### src/rtl/instruction_fetch_unit.sv
// Instruction fetch unit: drives two ROM read addresses per cycle (PC, PC+1), captures the words
// into a small in-order queue and presents up to two instructions per cycle to decode.
module instruction_fetch_unit #(
  parameter int ADDR_WIDTH_IM = 8,
  parameter int INSTR_WIDTH   = 32,
  parameter int FIFO_DEPTH    = 4,
  parameter logic [ADDR_WIDTH_IM-1:0] RESET_PC = '0
) (
  input  logic                     clk,
  input  logic                     reset,
  output logic [ADDR_WIDTH_IM-1:0] address_1,
  output logic [ADDR_WIDTH_IM-1:0] address_2,
  input  logic [INSTR_WIDTH-1:0]   read_data_1,
  input  logic [INSTR_WIDTH-1:0]   read_data_2,
  input  logic                     fetch_enable,
  input  logic                     redirect_valid,
  input  logic [ADDR_WIDTH_IM-1:0] redirect_pc,
  output logic                     out_valid_1,
  output logic [INSTR_WIDTH-1:0]   out_instr_1,
  output logic [ADDR_WIDTH_IM-1:0] out_pc_1,
  output logic                     out_valid_2,
  output logic [INSTR_WIDTH-1:0]   out_instr_2,
  output logic [ADDR_WIDTH_IM-1:0] out_pc_2,
  input  logic                     out_ready_1,
  input  logic                     out_ready_2,
  output logic [$clog2(FIFO_DEPTH):0] occupancy
);

  localparam int PTR_W = $clog2(FIFO_DEPTH);
  localparam int OCC_W = PTR_W + 1;
  localparam logic [OCC_W-1:0] DEPTH_C = OCC_W'(FIFO_DEPTH);

  logic [ADDR_WIDTH_IM-1:0] r_pc;
  logic [INSTR_WIDTH-1:0]   r_instr_q [FIFO_DEPTH];
  logic [ADDR_WIDTH_IM-1:0] r_pc_q    [FIFO_DEPTH];
  logic [PTR_W-1:0]         r_head;
  logic [PTR_W-1:0]         r_tail;
  logic [OCC_W-1:0]         r_occ;

  logic [OCC_W-1:0] w_free;
  logic [1:0]       w_push_n;
  logic             w_pop1;
  logic             w_pop2;
  logic [1:0]       w_pop_n;
  logic [PTR_W-1:0] w_head_nxt;
  logic [PTR_W-1:0] w_tail_nxt;

  assign address_1 = r_pc;
  assign address_2 = r_pc + ADDR_WIDTH_IM'(1);

  assign w_head_nxt = r_head + PTR_W'(1);
  assign w_tail_nxt = r_tail + PTR_W'(1);

  assign out_valid_1 = (r_occ != '0);
  assign out_valid_2 = (r_occ >= OCC_W'(2));
  assign out_instr_1 = r_instr_q[r_head];
  assign out_pc_1    = r_pc_q[r_head];
  assign out_instr_2 = r_instr_q[w_head_nxt];
  assign out_pc_2    = r_pc_q[w_head_nxt];
  assign occupancy   = r_occ;

  // Free space is taken from the start-of-cycle count; same-cycle pops give no credit.
  assign w_free = DEPTH_C - r_occ;

  always_comb begin
    w_push_n = 2'd0;
    if (fetch_enable) begin
      if (w_free >= OCC_W'(2)) w_push_n = 2'd2;
      else                     w_push_n = w_free[1:0];
    end
  end

  assign w_pop1  = out_valid_1 & out_ready_1;
  assign w_pop2  = w_pop1 & out_valid_2 & out_ready_2;
  assign w_pop_n = {1'b0, w_pop1} + {1'b0, w_pop2};

  // Payload storage needs no reset; validity is carried by the pointers and count.
  always_ff @(posedge clk) begin
    if (!redirect_valid) begin
      if (w_push_n != 2'd0) begin
        r_instr_q[r_tail] <= read_data_1;
        r_pc_q[r_tail]    <= r_pc;
      end
      if (w_push_n == 2'd2) begin
        r_instr_q[w_tail_nxt] <= read_data_2;
        r_pc_q[w_tail_nxt]    <= address_2;
      end
    end
  end

  always_ff @(posedge clk or posedge reset) begin
    if (reset) begin
      r_pc   <= RESET_PC;
      r_head <= '0;
      r_tail <= '0;
      r_occ  <= '0;
    end else if (redirect_valid) begin
      r_pc   <= redirect_pc;
      r_head <= '0;
      r_tail <= '0;
      r_occ  <= '0;
    end else begin
      r_pc   <= r_pc + ADDR_WIDTH_IM'(w_push_n);
      r_head <= r_head + PTR_W'(w_pop_n);
      r_tail <= r_tail + PTR_W'(w_push_n);
      r_occ  <= r_occ + OCC_W'(w_push_n) - OCC_W'(w_pop_n);
    end
  end

endmodule
### config.mk
export PLATFORM = sky130hd
export DESIGN_NAME = instruction_fetch_unit
export DESIGN_NICKNAME = d
export VERILOG_FILES = /design/src/rtl/instruction_fetch_unit.sv
export SDC_FILE = /design/constraint.sdc
export NUM_CORES = 1
export LEC_CHECK = 0
export ABC_AREA = 1
export CAP_MARGIN = 5
export CORE_MARGIN = 10
export CORE_UTILIZATION = 40
export CTS_BUF_LIST = sky130_fd_sc_hd__clkbuf_8
export DETAILED_ROUTE_END_ITERATION = 6
export HOLD_SLACK_MARGIN = 0.05
export MAX_ROUTING_LAYER = met4
export PLACE_DENSITY = 0.67
export SKIP_LAST_GASP = 1
export SLEW_MARGIN = 20
export SYNTH_ARGS = -nofsm -noshare
export SYNTH_HDL_FRONTEND = slang
export SYNTH_SLANG_ARGS = --single-unit
### constraint.sdc
create_clock -name clk -period 3.5 [get_ports clk]
set_clock_uncertainty 0.2 [all_clocks]
set_input_delay 0.35 -clock clk [delete_from_list [all_inputs] [get_ports clk]]
set_output_delay 0.35 -clock clk [all_outputs]
set_load 0.1 [all_outputs]
==> impl_metrics.json, run 1 <==
{
  "seq_area_um2": 5190,
  "synthDistinctLibCells": 27,
  "cts_setup_buffers": 0,
  "root_buffer": "clkbuf_8",
  "ys_ff_latch": 175,
  "cp_slowest_cell": "dfrtp_4",
  "synth_seq_area_share_pct": 51.1,
  "crit_buf_inv": 3,
  "finalSetupViolations": 0,
  "worst_pin_slew_ps": 986,
  "clk-insertion-delay-late_ps": 460,
  "synthTopCellsByArea": "edfxtp_1 47%, nand2_1 11%, o21ai_0 10%",
  "cap_violations": 0,
  "max_freq_mhz": 323,
  "wl_met3_um": 2180,
  "num_rows": 58,
  "drt-initial-drc-count": 694,
  "coreArea_um2": 25000,
  "grt_antenna_before_repair": 0,
  "io_pins": 179,
  "timing.rr.end": "occupancy[2]",
  "hold_end": "address_1[0]",
  "async_reset_ff_share_pct": 8.57,
  "vias": 8935,
  "highest-signal-layer": "met4",
  "rsz0062_at_grt": "false",
  "drt_wl_total_um": 29700,
  "slew_viol_final": 0,
  "grt_pass1_vias": 8816,
  "slew_headroom_pct": 34.1,
  "place.port_buffers": 178,
  "crit_fanout": 25,
  "multiInputGateArea_um2": 4230,
  "synth_top_cell_area_share_pct": 47.4,
  "path_clk_slew_ps": 100,
  "wl_met1_um": 12000,
  "crit_chain": "clkinv_1 > buf_12 > o21ai_0 > o22ai_1 > buf_4",
  "fin_crit_sh_pct": 88.4,
  "path_delay_family": "buffers and inverters",
  "drc": 0,
  "avgRoutedWirePerCell_um": 17.3,
  "drt_first_pass_iters": 5,
  "place_congestion": 0.826,
  "ys.flop_type": "edfxtp_1",
  "synth_edf_count": 160,
  "worstPathArrival_ps": 2540,
  "grt_overflow": 0,
  "wl_met2_um": 15000,
  "start_util_pct": 40.5,
  "hold_depth": 3,
  "reg2reg_depth": 13,
  "crit_path_start_kind": "flop",
  "clockBufferDepth": 2,
  "grt_start_max_net_pins": 75,
  "netlist_instances": 1243,
  "worstHoldPathType": "in -> reg",
  "yosysTopAreaCell": "edfxtp_1",
  "cts_resized": 0,
  "cp.required_ps": 2950,
  "die_x_um": 179,
  "layout_min_cycle_time_ps": 3090,
  "cp_slowest_stage_delay_ps": 630,
  "cts_made_buffers": 17,
  "drive_gt1_share_pct": 12.6,
  "min_from": "redirect_pc[0]",
  "vias_per_cell": 5.21,
  "syn2layout_area_growth_pct": 25.2,
  "cts_tree": "done",
  "holdBufCountCts": 1,
  "clock-sinks": 175,
  "h-tree-depth": 4,
  "status": "finished clean",
  "synth_area_per_cell_um2": 8.15,
  "worst-setup-path-type": "reg -> out",
  "worstSetupEndpointType": "output pin",
  "fin_setup_tns_ps": 0,
  "ys_warn_count": 0,
  "hold_violations": 0,
  "n_antenna_cell": 0,
  "die_h_um": 179,
  "die-area_um2": 32100,
  "synth_nets": 1336,
  "n_fill_cell": 2328,
  "ant_nets": 0,
  "num-nets-final": 1464,
  "r2r-start": "occupancy[0]",
  "grt_pass1_wl_um": 46600,
  "hpwl_um": 19300,
  "synthesis.area_um2": 10100,
  "track_usage_pct": 19.1,
  "ff2ff_setup_slack_ps": 460
}
-- routing by layer --
layer	vias up	GRT usage, %
li1	4450	-
met1	4145	21.7
met2	307	33.3
met3	33	4.09
met4	0	5.19
met5	-	-
-- final cells by class --
| class | instances | share of cell area (%) |
|---|---|---|
| clock buffer | 17 | 1.84 |
| clock inverter | 15 | 1.44 |
| inverter | 69 | 2.09 |
| multi-input combinational | 911 | 33.3 |
| sequential | 175 | 40.9 |
| tap | 330 | 3.25 |
| timing repair buffer | 197 | 17.1 |
-- kinds of logic after synthesis --
logic type	share of synthesized area, %
AO/OA/AOI/OAI	17.9
XOR/XNOR	0.605
adder cells (fa/ha/maj)	2.08
buffers and inverters	7.47
flip-flops	51.1
AND/OR/NAND/NOR	20.8
-- worst min-delay path, delay by kind of cell --
family                 cells  cell delay (ps)
buffers and inverters      1              390
AND/OR/NAND/NOR            2              100
-- worst max-delay path by stage --
stage | cells after the start | end | start | slack (ps)
2_1_floorplan | 3 | address_2[3] | address_1[3] | 80
3_3_place_gp | 13 | occupancy[2] | occupancy[0] | 530
3_5_place_dp | 13 | occupancy[2] | occupancy[0] | 460
4_1_cts | 6 | out_instr_2[31] | r_head[1] | 380
5_1_grt | 6 | out_instr_2[18] | r_head[1] | 230
6_report | 5 | out_pc_1[1] | r_head[1] | 410
-- cells in the mapped netlist, types with 4 or more instances --
master    count
nand2_1     298
nor2_1      220
o21ai_0     206
edfxtp_1    160
inv_1        67
clkbuf_1     48
o21ai_1      45
a21oi_1      41
o22ai_1      40
buf_2        17
buf_6        16
dfrtp_1      15
nand3_1      14
ha_1         12
o21ai_2      11
buf_4         7
nand4_1       4
xnor2_1       4
-- placed cells by master, fill, tap and decap left out, types with 3 or more instances in the layout --
cell | synthesis | routed
o21ai_1 | 45 | 85
clkbuf_8 | 0 | 17
fa_1 | 3 | 3
clkinvlp_4 | 0 | 5
a21oi_1 | 41 | 41
inv_6 | 0 | 3
nand4_1 | 4 | 4
ha_1 | 12 | 12
bufinv_16 | 0 | 3
inv_1 | 67 | 66
nand2_1 | 298 | 293
o21ai_2 | 11 | 11
nor2_1 | 220 | 219
clkdlybuf4s50_1 | 0 | 82
buf_4 | 7 | 75
buf_12 | 0 | 39
o21ai_0 | 206 | 166
edfxtp_1 | 160 | 160
dfrtp_1 | 15 | 10
nand2_2 | 0 | 5
dfrtp_2 | 0 | 4
xnor2_1 | 4 | 4
o22ai_1 | 40 | 40
nand3_1 | 14 | 14
-- flip-flops by register name, indices dropped and copies added (netlist names) --
signal     count
r_instr_q    128
r_pc_q        32
r_tail         2
r_head         2
address_1      8
occupancy      3
-- metrics by stage --
step                      utilization (%)  cell area, um2  hold slack (ps)  setup WS, ps  instances
after floorplan                         -           10200             51.3          84.7       1243
after global placement               49.0           12300              436           530       1681
after detailed placement             49.0           12300              443           460       1681
after CTS                            50.7           12700              185           382       1714
after global routing                 50.7           12700              201           227       1714
final                                50.7           12700              217           405       1714
Power of run 1 is left out: the tool's default activity adds up to more than one toggle a clock period on the data nets, which glitch-free logic cannot reach.
==> run 2: changes to the inputs <==
- clock period: 3.5 -> 3 ns (I/O delays scaled with it)
==> run 2 against run 1 <==
  * Via count rose by 2.1%
  * Cell area is 8.0% higher
  * Final cell count increased by 0.76%
  * Sequential share of layout area down 3.0 points
  * Worst setup slack worse by 320 ps
  * Sequential cell count stayed put
  * Register-to-register slack got worse by 370 ps
  * Global-route usage decreased by 0.18 points
  * Critical path depth stayed put
  * Die area did not move
  * Critical endpoint is now out_instr_1[20]
  * Largest cell class unchanged
==> impl_metrics.json, run 2 (synthesis results as in run 1) <==
{
  "grt_overflow": 0,
  "cts_tree": "done",
  "worst-setup-path-type": "reg -> out",
  "hold_end": "address_1[0]",
  "largest_reg_flops": 128,
  "ant_nets": 0,
  "clock-sinks": 175,
  "track_usage_pct": 18.9,
  "cp.required_ps": 2500,
  "hold_depth": 3,
  "final_cell_mix": "291 x nand2_1, 218 x nor2_1, 166 x o21ai_0",
  "worstPathArrival_ps": 2420,
  "drt_first_pass_iters": 7,
  "num_rows": 58,
  "top_register": "r_instr_q",
  "cap_violations": 0,
  "worstSetupEndpointType": "output pin",
  "grt_antenna_before_repair": 1,
  "crit_chain": "buf_4 > buf_4 > o21ai_0 > o22ai_2 > buf_12",
  "max_freq_mhz": 343,
  "die_h_um": 179,
  "place_congestion": 0.801,
  "vias_per_cell": 5.28,
  "worst_pin_slew_ps": 593,
  "grt_start_max_net_pins": 67,
  "path_clk_slew_ps": 100,
  "num-nets-final": 1476,
  "grt_pass1_vias": 8847,
  "finalSetupViolations": 0,
  "cp_slowest_cell": "dfrtp_4",
  "grt_pass1_wl_um": 46100,
  "clockBufferDepth": 2,
  "slew_viol_final": 0,
  "clk-insertion-delay-late_ps": 460,
  "io_pins": 179,
  "cp_slowest_stage_delay_ps": 590,
  "hpwl_um": 20300,
  "drt-initial-drc-count": 712,
  "rsz0062_at_grt": "true",
  "timing.rr.end": "occupancy[2]",
  "start_util_pct": 40.5,
  "cts_made_buffers": 17,
  "die-area_um2": 32100,
  "r2r-start": "occupancy[0]",
  "dpl_cell_area_um2": 13300,
  "crit_fanout": 34,
  "drc": 0,
  "root_buffer": "clkbuf_8",
  "slew_headroom_pct": 60.4,
  "crit_top_cell": "buf_4",
  "h-tree-depth": 4,
  "layout_min_cycle_time_ps": 2920,
  "drt_wl_total_um": 30300,
  "place_ws_ps": 102,
  "avgRoutedWirePerCell_um": 17.5,
  "final_common_cell": "nand2_1",
  "fin_ws_ps": 80.7,
  "ff2ff_setup_slack_ps": 90,
  "crit_path_start_kind": "flop",
  "die_x_um": 179,
  "vias": 9124,
  "drive_gt1_share_pct": 17.1,
  "coreArea_um2": 25000,
  "final_area_um2": 13700,
  "fin_crit_sh_pct": 97.3,
  "place.port_buffers": 178,
  "min_from": "redirect_pc[0]",
  "status": "finished clean",
  "syn2layout_area_growth_pct": 35.3,
  "worstHoldPathType": "in -> reg",
  "reg2reg_depth": 11,
  "hold_violations": 0
}
## run 2: cell types whose count changed in the layout (fill, tap and decap cells not counted), sizes merged
| cell | previous run | this run |
|---|---|---|
| buf | 114 | 131 |
| bufinv | 3 | 2 |
| clkinvlp | 5 | 3 |
| inv | 72 | 73 |
| diode | 0 | 1 |
| clkdlybuf4s50 | 82 | 77 |
| clkinv | 4 | 6 |
## run 2: final cells by class
class,count,area (um2)
Antenna cell,1,2.50
Clock buffer,17,234
Clock inverter,15,159
Fill cell,2182,11300
Inverter,69,265
Multi-Input combinational cell,911,4530
Sequential cell,175,5200
Tap cell,330,413
Timing Repair Buffer,209,2910
## run 2: metal layers
metal	track usage, %	up-vias	share of wire (%)
li1	-	4476	-
met1	21.3	4278	40
met2	33.0	340	51
met3	4.47	30	7.8
met4	4.99	0	1.4
met5	-	-	0
## run 2: critical path, delay by kind of cell (launching register included)
family | cells | cell delay, ps
AO/OA/AOI/OAI | 2 | 470
flip-flops | 1 | 590
buffers and inverters | 3 | 870
## run 2: how the worst max path moves through the flow
stage | startpoint | end | depth (start not counted)
floorplan | occupancy[0] | occupancy[2] | 14
global placement | occupancy[0] | occupancy[2] | 14
detailed placement | occupancy[0] | occupancy[2] | 11
CTS | r_head[1] | out_instr_2[31] | 6
global route | occupancy[0] | occupancy[2] | 14
finish | r_head[0] | out_instr_1[20] | 5
## run 2: per-stage QoR
stage	setup TNS, ps	hold slack (ps)	util (%)	std cells
floorplan	0	1.38	-	1243
CTS	0	143	54.7	1725
global route	-73.3	157	54.7	1727
detailed placement	0	496	53.1	1692
finish	0	165	54.7	1727
global placement	0	478	53.1	1692
## run 2: what timing repair did
action	CTS	global route
hold buffers	1	0
setup endpoints to repair	0	4
setup buffers	0	1
hold endpoints to repair	15	0
resized for setup	0	1
Power of run 2 is left out for the same reason.
